**config.mk**
```make
export PLATFORM = sky130hd
export DESIGN_NAME = uart_tx_buffered_flat
export DESIGN_NICKNAME = d
export VERILOG_FILES = /design/src/rtl/uart_pkg.sv /design/src/rtl/uart_tx_buffered_if.sv /design/src/rtl/uart_sync_fifo.sv /design/src/rtl/uart_tx_buffered.sv /design/src/flat_wrapper.sv
export SDC_FILE = /design/constraint.sdc
export NUM_CORES = 1
export LEC_CHECK = 0
export ABC_CLOCK_PERIOD_IN_PS = 6600
export CAP_MARGIN = 20
export CELL_PAD_IN_SITES_DETAIL_PLACEMENT = 1
export CELL_PAD_IN_SITES_GLOBAL_PLACEMENT = 2
export CORE_MARGIN = 2
export CORE_UTILIZATION = 40
export CTS_BUF_LIST = sky130_fd_sc_hd__clkbuf_4 sky130_fd_sc_hd__clkbuf_8
export CTS_CLUSTER_DIAMETER = 200
export DETAILED_ROUTE_END_ITERATION = 8
export PLACE_DENSITY_LB_ADDON = 0.2
export SLEW_MARGIN = 20
export SYNTH_ARGS = -nofsm -noshare
export SYNTH_HDL_FRONTEND = slang
export SYNTH_SLANG_ARGS = --single-unit
```
**constraint.sdc**
```tcl
create_clock -name sclk -period 6.6 [get_ports sclk]
set_input_delay 1.65 -clock sclk [delete_from_list [all_inputs] [get_ports sclk]]
set_output_delay 1.65 -clock sclk [all_outputs]
set_load 0.1 [all_outputs]
```
**src/rtl/uart_pkg.sv**
```systemverilog
// uart_pkg: shared UART types and bit-rate constants
package uart_pkg;
   typedef enum logic [1:0] {IDLE, START, DATA, STOP} tx_state_t;
   localparam int UART_BIT_CYCLES_50M = 217;
   localparam int UART_BIT_CYCLES_75M = 325;
endpackage

```
**src/rtl/uart_tx_buffered_if.sv**
```systemverilog
// uart_tx_buffered_if: CPU-side push bus and status of the buffered transmitter
interface uart_tx_buffered_if #(parameter int FIFO_AW = 2);
   logic wr;
   logic [7:0] wr_data;
   logic full;
   logic [FIFO_AW:0] level;
   logic busy;
   logic overflow;
   logic ovf_clr;
   modport master (output wr, wr_data, ovf_clr, input full, level, busy, overflow);
   modport slave (input wr, wr_data, ovf_clr, output full, level, busy, overflow);
endinterface

```
**src/rtl/uart_sync_fifo.sv**
```systemverilog
// uart_sync_fifo: show-ahead synchronous FIFO with registered occupancy
module uart_sync_fifo #(
   parameter int W = 8,
   parameter int AW = 2
) (
   input logic sclk,
   input logic reset,
   input logic push,
   input logic pop,
   input logic [W-1:0] din,
   output logic [W-1:0] rd_data,
   output logic full,
   output logic empty,
   output logic [AW:0] level
);
   logic [W-1:0] mem [2**AW];
   logic [AW-1:0] wptr, rptr;
   logic do_push, do_pop;
   assign full = level[AW];
   assign empty = level == '0;
   assign do_push = push & ~full;
   assign do_pop = pop & ~empty;
   assign rd_data = mem[rptr];
   always_ff @(posedge sclk or negedge reset)
      if (!reset) begin
         wptr <= '0;
         rptr <= '0;
         level <= '0;
      end else begin
         wptr <= wptr + AW'(do_push);
         rptr <= rptr + AW'(do_pop);
         level <= level + (AW+1)'(do_push) - (AW+1)'(do_pop);
      end
   always_ff @(posedge sclk)
      if (do_push) mem[wptr] <= din;
endmodule

```
**src/rtl/uart_tx_buffered.sv**
```systemverilog
// uart_tx_buffered: FIFO-fed 8N1 serialiser, frames sent back-to-back LSB first
module uart_tx_buffered
   import uart_pkg::*;
#(
   parameter int BIT_CYCLES = UART_BIT_CYCLES_50M,
   parameter int FIFO_AW = 2,
   parameter int STOP_BITS = 1
) (
   input logic sclk,
   input logic reset,
   uart_tx_buffered_if.slave bus,
   output logic dout
);
   localparam int TW = $clog2(BIT_CYCLES);
   tx_state_t state, state_nxt;
   logic [TW-1:0] tmr;
   logic [7:0] shreg, head;
   logic [2:0] idx;
   logic empty, pop, expired, last_stop;
   assign expired = tmr == '0;
   assign last_stop = idx == 3'(STOP_BITS - 1);
   uart_sync_fifo #(.W(8), .AW(FIFO_AW)) fifo (
      .sclk(sclk),
      .reset(reset),
      .push(bus.wr),
      .pop(pop),
      .din(bus.wr_data),
      .rd_data(head),
      .full(bus.full),
      .empty(empty),
      .level(bus.level)
   );
   always_ff @(posedge sclk or negedge reset)
      if (!reset) state <= IDLE;
      else state <= state_nxt;
   always_comb begin
      state_nxt = state;
      case (state)
         IDLE: if (!empty) state_nxt = START;
         START: if (expired) state_nxt = DATA;
         DATA: if (expired && idx == 3'd7) state_nxt = STOP;
         STOP: if (expired && last_stop) state_nxt = empty ? IDLE : START;
         default: state_nxt = IDLE;
      endcase
   end
   always_comb begin
      pop = ~empty & (state == IDLE | (state == STOP & expired & last_stop));
      dout = state == START ? 1'b0 : state == DATA ? shreg[0] : 1'b1;
      bus.busy = state != IDLE | ~empty;
   end
   // idx counts data bits in DATA and stop bits in STOP; a pop restarts it
   always_ff @(posedge sclk or negedge reset)
      if (!reset) begin
         tmr <= '0;
         shreg <= '0;
         idx <= '0;
         bus.overflow <= 1'b0;
      end else begin
         tmr <= pop ? TW'(BIT_CYCLES - 1) : state == IDLE ? '0 : expired ? TW'(BIT_CYCLES - 1) : tmr - 1'b1;
         shreg <= pop ? head : (state == DATA && expired) ? shreg >> 1 : shreg;
         idx <= pop ? '0 : (expired && state inside {DATA, STOP}) ? idx + 1'b1 : idx;
         bus.overflow <= (bus.wr & bus.full) | (bus.overflow & ~bus.ovf_clr);
      end
endmodule

```
**src/flat_wrapper.sv**
```systemverilog
// flat-port wrapper written by rule: the top's interface ports become plain ports
module uart_tx_buffered_flat import uart_pkg::*;
#(
   parameter int BIT_CYCLES = UART_BIT_CYCLES_50M,
   parameter int FIFO_AW = 2,
   parameter int STOP_BITS = 1
)
  (sclk, reset, dout, bus_wr, bus_wr_data, bus_ovf_clr, bus_full, bus_level, bus_busy, bus_overflow);
  uart_tx_buffered_if #(.FIFO_AW(FIFO_AW)) bus_i ();
  input logic sclk;
  input logic reset;
  output logic dout;
  input wire logic [$bits(bus_i.wr)-1:0] bus_wr;
  input wire logic [$bits(bus_i.wr_data)-1:0] bus_wr_data;
  input wire logic [$bits(bus_i.ovf_clr)-1:0] bus_ovf_clr;
  output wire logic [$bits(bus_i.full)-1:0] bus_full;
  output wire logic [$bits(bus_i.level)-1:0] bus_level;
  output wire logic [$bits(bus_i.busy)-1:0] bus_busy;
  output wire logic [$bits(bus_i.overflow)-1:0] bus_overflow;
  assign bus_i.wr = bus_wr;
  assign bus_i.wr_data = bus_wr_data;
  assign bus_i.ovf_clr = bus_ovf_clr;
  assign bus_full = bus_i.full;
  assign bus_level = bus_i.level;
  assign bus_busy = bus_i.busy;
  assign bus_overflow = bus_i.overflow;
  uart_tx_buffered #(.BIT_CYCLES(BIT_CYCLES), .FIFO_AW(FIFO_AW), .STOP_BITS(STOP_BITS)) u_core (.sclk(sclk), .reset(reset), .bus(bus_i), .dout(dout));
endmodule
```
==> impl_metrics.toml, run 1 <==
[run_status]
status = "finished, final reports clean"

[timing]
finClkSkew_ns = 0.00727
max_slew_margin_pct = 34.5
tightest_slew_ns = 0.980
setup_viol = 0
rsz0062_at_grt = "false"
finalCritPeriodShare_pct = 70.3
tns_ns = 0
timing.final.max_slew_violations = 0
min_period_ns = 4.64
fmax_ghz = 0.216
finalHoldViolations = 0

[yosys]
ys_warn_count = 0
synthArstFlopShare_pct = 47.5
synth_nets = 223
syn_inst = 198
ys_ff_latch = 61
synth.avg_cell_area_um2 = 14.2
ys_seq_area_share_pct = 60.2
yosysUniqueCellTypes = 43
synth_area_mm2 = 0.00280
synth_ff_type = "edfxtp_1"
synth_edf_count = 32

[layout]
seq_area_mm2 = 0.00169
final_common_cell = "edfxtp_1"
final_cells = 323
final_nets = 247
final_cell_mix = "edfxtp_1, dfrtp_1, clkdlybuf4s50_1"
n_fill_cell = 671
layout-drive-gt1-share_pct = 14.5
diodes = 0
final_cell_area_mm2 = 0.00333
multiInputGateArea_mm2 = 0.00103
area_growth_syn_to_layout_pct = 18.9

[die]
initial_core_util_pct = 41.3
rows = 30
dieWidth_um = 87.7
ioPinCount = 19
die_area_mm2 = 0.00770
die_y_um = 87.7
core_mm2 = 0.00679

[clock_tree]
cts_resized = 0
cts.clk_slew.worst_paths_ns = 0.07
ctsHoldBuffers = 0
cts_tree = "done"
clock_path_buffers = 2
cts-htree-levels = 3
postCtsSetupBuffers = 0
cts_sinks = 61
cts_buffers = 9
insertion_delay_ns = 0.33
clockRootBuffer = "clkbuf_8"

[global_route]
grt_pass1_vias = 1745
overflow = 0
grt_max_degree = 30
grt_usage_pct = 15.9
grt_pass1_wl_mm = 9.13
antenna_found_initial = 0

[hold_path]
min_to = "u_core.tmr[0]"
hold_depth = 1
min_from = "u_core.tmr[0]"
hold_class = "flop to flop"

[place]
portBuffers = 18
postPlaceCellArea_mm2 = 0.00309
place.gp.congestion = 0.694
dp_hpwl_mm = 3.83
dp.cells = 307

[setup_path]
ff2ff_setup_slack_ns = 3.55
reg2reg_depth = 11
r2r-start = "u_core.tmr[0]"
cpPeakStageDelay_ns = 1.01
worstPathCellList = "inv_1 > ha_1 > nor4b_2 > inv_1 > clkdlybuf4s50_1"
critPathCaptureType = "output port"
critPathKind = "flop to output port"
cp_data_arrival_time_ns = 2.99
slowest_stage = "clkdlybuf4s50_1"
cp.required_ns = 4.95
r2r-end = "u_core.fifo.level[2]"
path_common_cell = "inv_1"
path_max_fanout = 7
worst_setup_path_start_kind = "flop"

[power_and_ir_drop]
p_leak_nw = 1.32
max-vdd-ir-drop_v = 0.000218
power_density_mw_per_mm2 = 504

[detailed_routing]
wl_per_cell_um = 17.0
via_per_inst = 5.07
vias = 1636
first_pass_iters = 4
wl_mm = 5.49
ant_nets = 0
route.detailed.drc = 0
drtIter0Drc = 59

[flow_run]
max-cap-violations = 0
[worst max-delay path: cells and delay by family (launching register included)]
family        cells  cell delay, ns
fa+ha+maj         1            0.23
simple gates      1            0.66
buf+inv           3            1.34
flops             1            0.43
[cell families (layout without fill, tap and decap cells)]
group                    Yosys count  after routing  synth area share [%]
AO/OA/AOI/OAI                     27             27                  6.96
XOR/XNOR                          12             12                  3.75
adder cells (fa/ha/maj)           13             13                  6.07
buffers and inverters             20             49                  3.08
flip-flops                        61             61                  60.2
multiplexers                      18             18                  10.0
AND/OR/NAND/NOR                   47             47                  9.95
[per-layer routing]
metal	up-vias	GRT usage (%)	share of wire [%]
li1	770	-	-
met1	840	20.7	45
met2	21	26.3	51
met3	5	3.11	2.2
met4	0	6.29	1.0
met5	-	0	0
[flip-flops by register name (all words and copies together), names as in the netlist]
| signal | cells |
|---|---|
| u_core.idx | 3 |
| u_core.state | 2 |
| u_core.fifo.level | 3 |
| u_core.fifo.rptr | 2 |
| u_core.shreg | 8 |
| u_core.fifo.wptr | 2 |
| u_core.tmr | 8 |
| u_core.fifo.mem | 32 |
| u_core.bus.overflow | 1 |
[worst max-delay path by stage]
stage	to	start
2_1_floorplan	dout	u_core.state[0]
3_3_place_gp	bus_busy	u_core.state[0]
3_5_place_dp	bus_busy	u_core.state[0]
4_1_cts	bus_busy	u_core.state[0]
5_1_grt	bus_busy	u_core.state[0]
6_report	bus_busy	u_core.state[0]
[through the flow]
stage	hold slack (ns)	worst slack [ns]	power [mW]	utilization, %
5_1_grt	0.471	1.76	1.78	49.1
2_1_floorplan	0.417	2.74	1.12	-
3_5_place_dp	0.440	2.30	1.29	45.4
4_1_cts	0.451	1.93	1.70	49.1
3_3_place_gp	0.435	2.42	1.25	45.4
6_report	0.445	1.96	1.68	49.1
[where the power goes]
| part | switching, mW | internal [mW] |
|---|---|---|
| Sequential | 0.109 | 0.513 |
| Clock | 0.155 | 0.253 |
| Combinational | 0.398 | 0.252 |
[synthesized netlist by cell type, types with 2 or more instances]
master | n | area, um2
clkbuf_1 | 2 | 7.51
dfrtp_1 | 29 | 726
o21ai_1 | 4 | 20.0
nand3_1 | 10 | 50.1
a21oi_1 | 5 | 25.0
inv_1 | 12 | 45.0
buf_4 | 2 | 15.0
xnor2_1 | 9 | 78.8
xor2_1 | 3 | 26.3
nor2_1 | 15 | 56.3
a41o_1 | 3 | 30.0
and2_1 | 2 | 12.5
ha_1 | 12 | 150
mux4_2 | 8 | 180
nor2b_1 | 2 | 12.5
edfxtp_1 | 32 | 961
mux2i_1 | 9 | 90.1
nand2_1 | 5 | 18.8
o21ai_0 | 6 | 30.0
a31oi_1 | 2 | 12.5
or3_1 | 2 | 12.5
buf_2 | 3 | 15.0
[layout make-up]
class / count / share of cell area (%)
Clock inverter: 7 / 3.72
Sequential cell: 61 / 50.6
Inverter: 12 / 1.35
Clock buffer: 9 / 3.72
Tap cell: 96 / 3.60
Timing Repair Buffer: 21 / 6.08
Multi-Input combinational cell: 117 / 30.9
Power figures use the tool's default switching activity.
==> run 2: changes to the inputs <==
--- a/config.mk
+++ b/config.mk
@@ -5,12 +5,12 @@
 export SDC_FILE = /design/constraint.sdc
 export NUM_CORES = 1
 export LEC_CHECK = 0
-export ABC_CLOCK_PERIOD_IN_PS = 6600
+export ABC_CLOCK_PERIOD_IN_PS = 4000
 export CAP_MARGIN = 20
 export CELL_PAD_IN_SITES_DETAIL_PLACEMENT = 1
 export CELL_PAD_IN_SITES_GLOBAL_PLACEMENT = 2
 export CORE_MARGIN = 2
-export CORE_UTILIZATION = 40
+export CORE_UTILIZATION = 39
 export CTS_BUF_LIST = sky130_fd_sc_hd__clkbuf_4 sky130_fd_sc_hd__clkbuf_8
 export CTS_CLUSTER_DIAMETER = 200
 export DETAILED_ROUTE_END_ITERATION = 8
==> constraint.sdc (replaced) <==
create_clock -name sclk -period 4 [get_ports sclk]
set_input_delay 1 -clock sclk [delete_from_list [all_inputs] [get_ports sclk]]
set_output_delay 1 -clock sclk [all_outputs]
set_load 0.1 [all_outputs]
==> impl_metrics.toml, run 2 (synthesized netlist as in run 1, its figures left out) <==
[timing]
finalCritPeriodShare_pct = 75.5
tns_ns = 0
finalHoldViolations = 0
rsz0062_at_grt = "false"
tightest_slew_ns = 0.984
setup_viol = 0
min_period_ns = 3.02
fmax_ghz = 0.331
max_slew_margin_pct = 34.2
finClkSkew_ns = 0.00862
fin_ws_ns = 0.980
timing.final.max_slew_violations = 0

[power_and_ir_drop]
p_leak_nw = 1.32
max-vdd-ir-drop_v = 0.000317
power_density_mw_per_mm2 = 816

[die]
initial_core_util_pct = 40.8
die_y_um = 88.8
die_area_mm2 = 0.00788
dieWidth_um = 88.8
core_mm2 = 0.00687
ioPinCount = 19
rows = 30

[place]
portBuffers = 18
dp_hpwl_mm = 3.75
place_ws_ns = 0.925
place.gp.congestion = 0.719

[setup_path]
critPathCaptureType = "output port"
r2r-start = "u_core.tmr[0]"
cp_num_buf_inv = 1
critPathCapture = "bus_level[2]"
worstPathCellList = "clkdlybuf4s50_1"
critPathTopFamily = "buffers and inverters"
slowest_stage = "clkdlybuf4s50_1"
cpPeakStageDelay_ns = 1.20
cp.required_ns = 3.00
reg2reg_depth = 11
worst-path-stages = 1
ff2ff_setup_slack_ns = 1.07
worst_setup_path_start_kind = "flop"
r2r-end = "u_core.fifo.level[2]"
cp_data_arrival_time_ns = 2.02
critPathKind = "flop to output port"
path_max_fanout = 7
worstSetupStartpoint = "u_core.fifo.level[2]"

[clock_tree]
insertion_delay_ns = 0.34
cts-htree-levels = 3
cts_resized = 0
cts_sinks = 61
clockRootBuffer = "clkbuf_8"
postCtsSetupBuffers = 0
ctsHoldBuffers = 0
cts_buffers = 9
cts_tree = "done"
clock_path_buffers = 2
cts.clk_slew.worst_paths_ns = 0.08

[global_route]
grt_pass1_wl_mm = 9.29
grt_pass1_vias = 1885
grt_max_degree = 28
grt_usage_pct = 16.0
antenna_found_initial = 0
overflow = 0

[layout]
final_nets = 248
regMostFlops = "u_core.fifo.mem"
n_fill_cell = 710
final_cell_mix = "edfxtp_1, dfrtp_1, clkdlybuf4s50_1"
layout-drive-gt1-share_pct = 15.8
final_common_cell = "edfxtp_1"
area_growth_syn_to_layout_pct = 18.1
largest_reg_flops = 32
diodes = 0
fin_util_pct = 48.2
top_regs = "u_core.fifo.mem: 32 flops, u_core.shreg: 8 flops, u_core.tmr: 8 flops"

[run_status]
status = "finished, final reports clean"

[hold_path]
hold_class = "flop to flop"

[detailed_routing]
vias = 1658
route.detailed.drc = 0
wl_per_cell_um = 16.7
via_per_inst = 5.12
drtIter0Drc = 40
ant_nets = 0
wl_mm = 5.40
first_pass_iters = 4

[flow_run]
max-cap-violations = 0
-- run 2: cell count changes in the layout (fill, tap and decap cells not counted) --
| cell | before | now |
|---|---|---|
| clkinv_2 | 0 | 1 |
| buf_4 | 3 | 6 |
| clkdlybuf4s50_1 | 18 | 16 |
| clkinv_4 | 3 | 2 |
| inv_6 | 0 | 1 |
| bufinv_16 | 3 | 2 |
-- run 2: report_power, final --
part	total (mW)	leakage (nW)	internal, mW	switching [mW]
clock network	0.611	0.110	0.354	0.257
registers	1.02	0.639	0.846	0.176
logic	1.07	0.569	0.415	0.654
-- run 2: worst min-delay path by stage --
stage / cells past startpoint / start / to / slack [ns]
after floorplan: 1 / u_core.tmr[0] / u_core.tmr[0] / 0.42
after global placement: 1 / u_core.tmr[0] / u_core.tmr[0] / 0.43
after detailed placement: 1 / u_core.tmr[0] / u_core.tmr[0] / 0.46
after CTS: 1 / u_core.tmr[0] / u_core.tmr[0] / 0.47
after global routing: 1 / u_core.tmr[0] / u_core.tmr[0] / 0.49
final: 1 / u_core.tmr[0] / u_core.tmr[0] / 0.46
-- run 2: routing by layer --
metal / vias up / wire [um] / GRT usage, %
li1: 774 / - / -
met1: 841 / 2400 / 19.6
met2: 28 / 2680 / 26.3
met3: 15 / 154 / 3.45
met4: 0 / 163 / 8.95
met5: - / 0 / 0
-- run 2: metrics by stage --
step | hold WS [ns] | instances | cell area, um2 | total power [mW]
finish | 0.461 | 324 | 3310 | 2.70
global route | 0.492 | 324 | 3310 | 2.89
CTS | 0.466 | 324 | 3310 | 2.74
detailed placement | 0.456 | 308 | 3090 | 2.11
global placement | 0.430 | 308 | 3090 | 2.07
floorplan | 0.417 | 198 | 2800 | 1.85
-- run 2: layout make-up --
| cell class | count | area, um2 | share of cell area, % |
|---|---|---|---|
| clock buffer | 9 | 124 | 3.74 |
| sequential | 61 | 1690 | 50.9 |
| tap | 96 | 120 | 3.63 |
| inverter | 12 | 45.0 | 1.36 |
| timing repair buffer | 22 | 205 | 6.20 |
| clock inverter | 7 | 98.8 | 2.99 |
| multi-input combinational | 117 | 1030 | 31.1 |
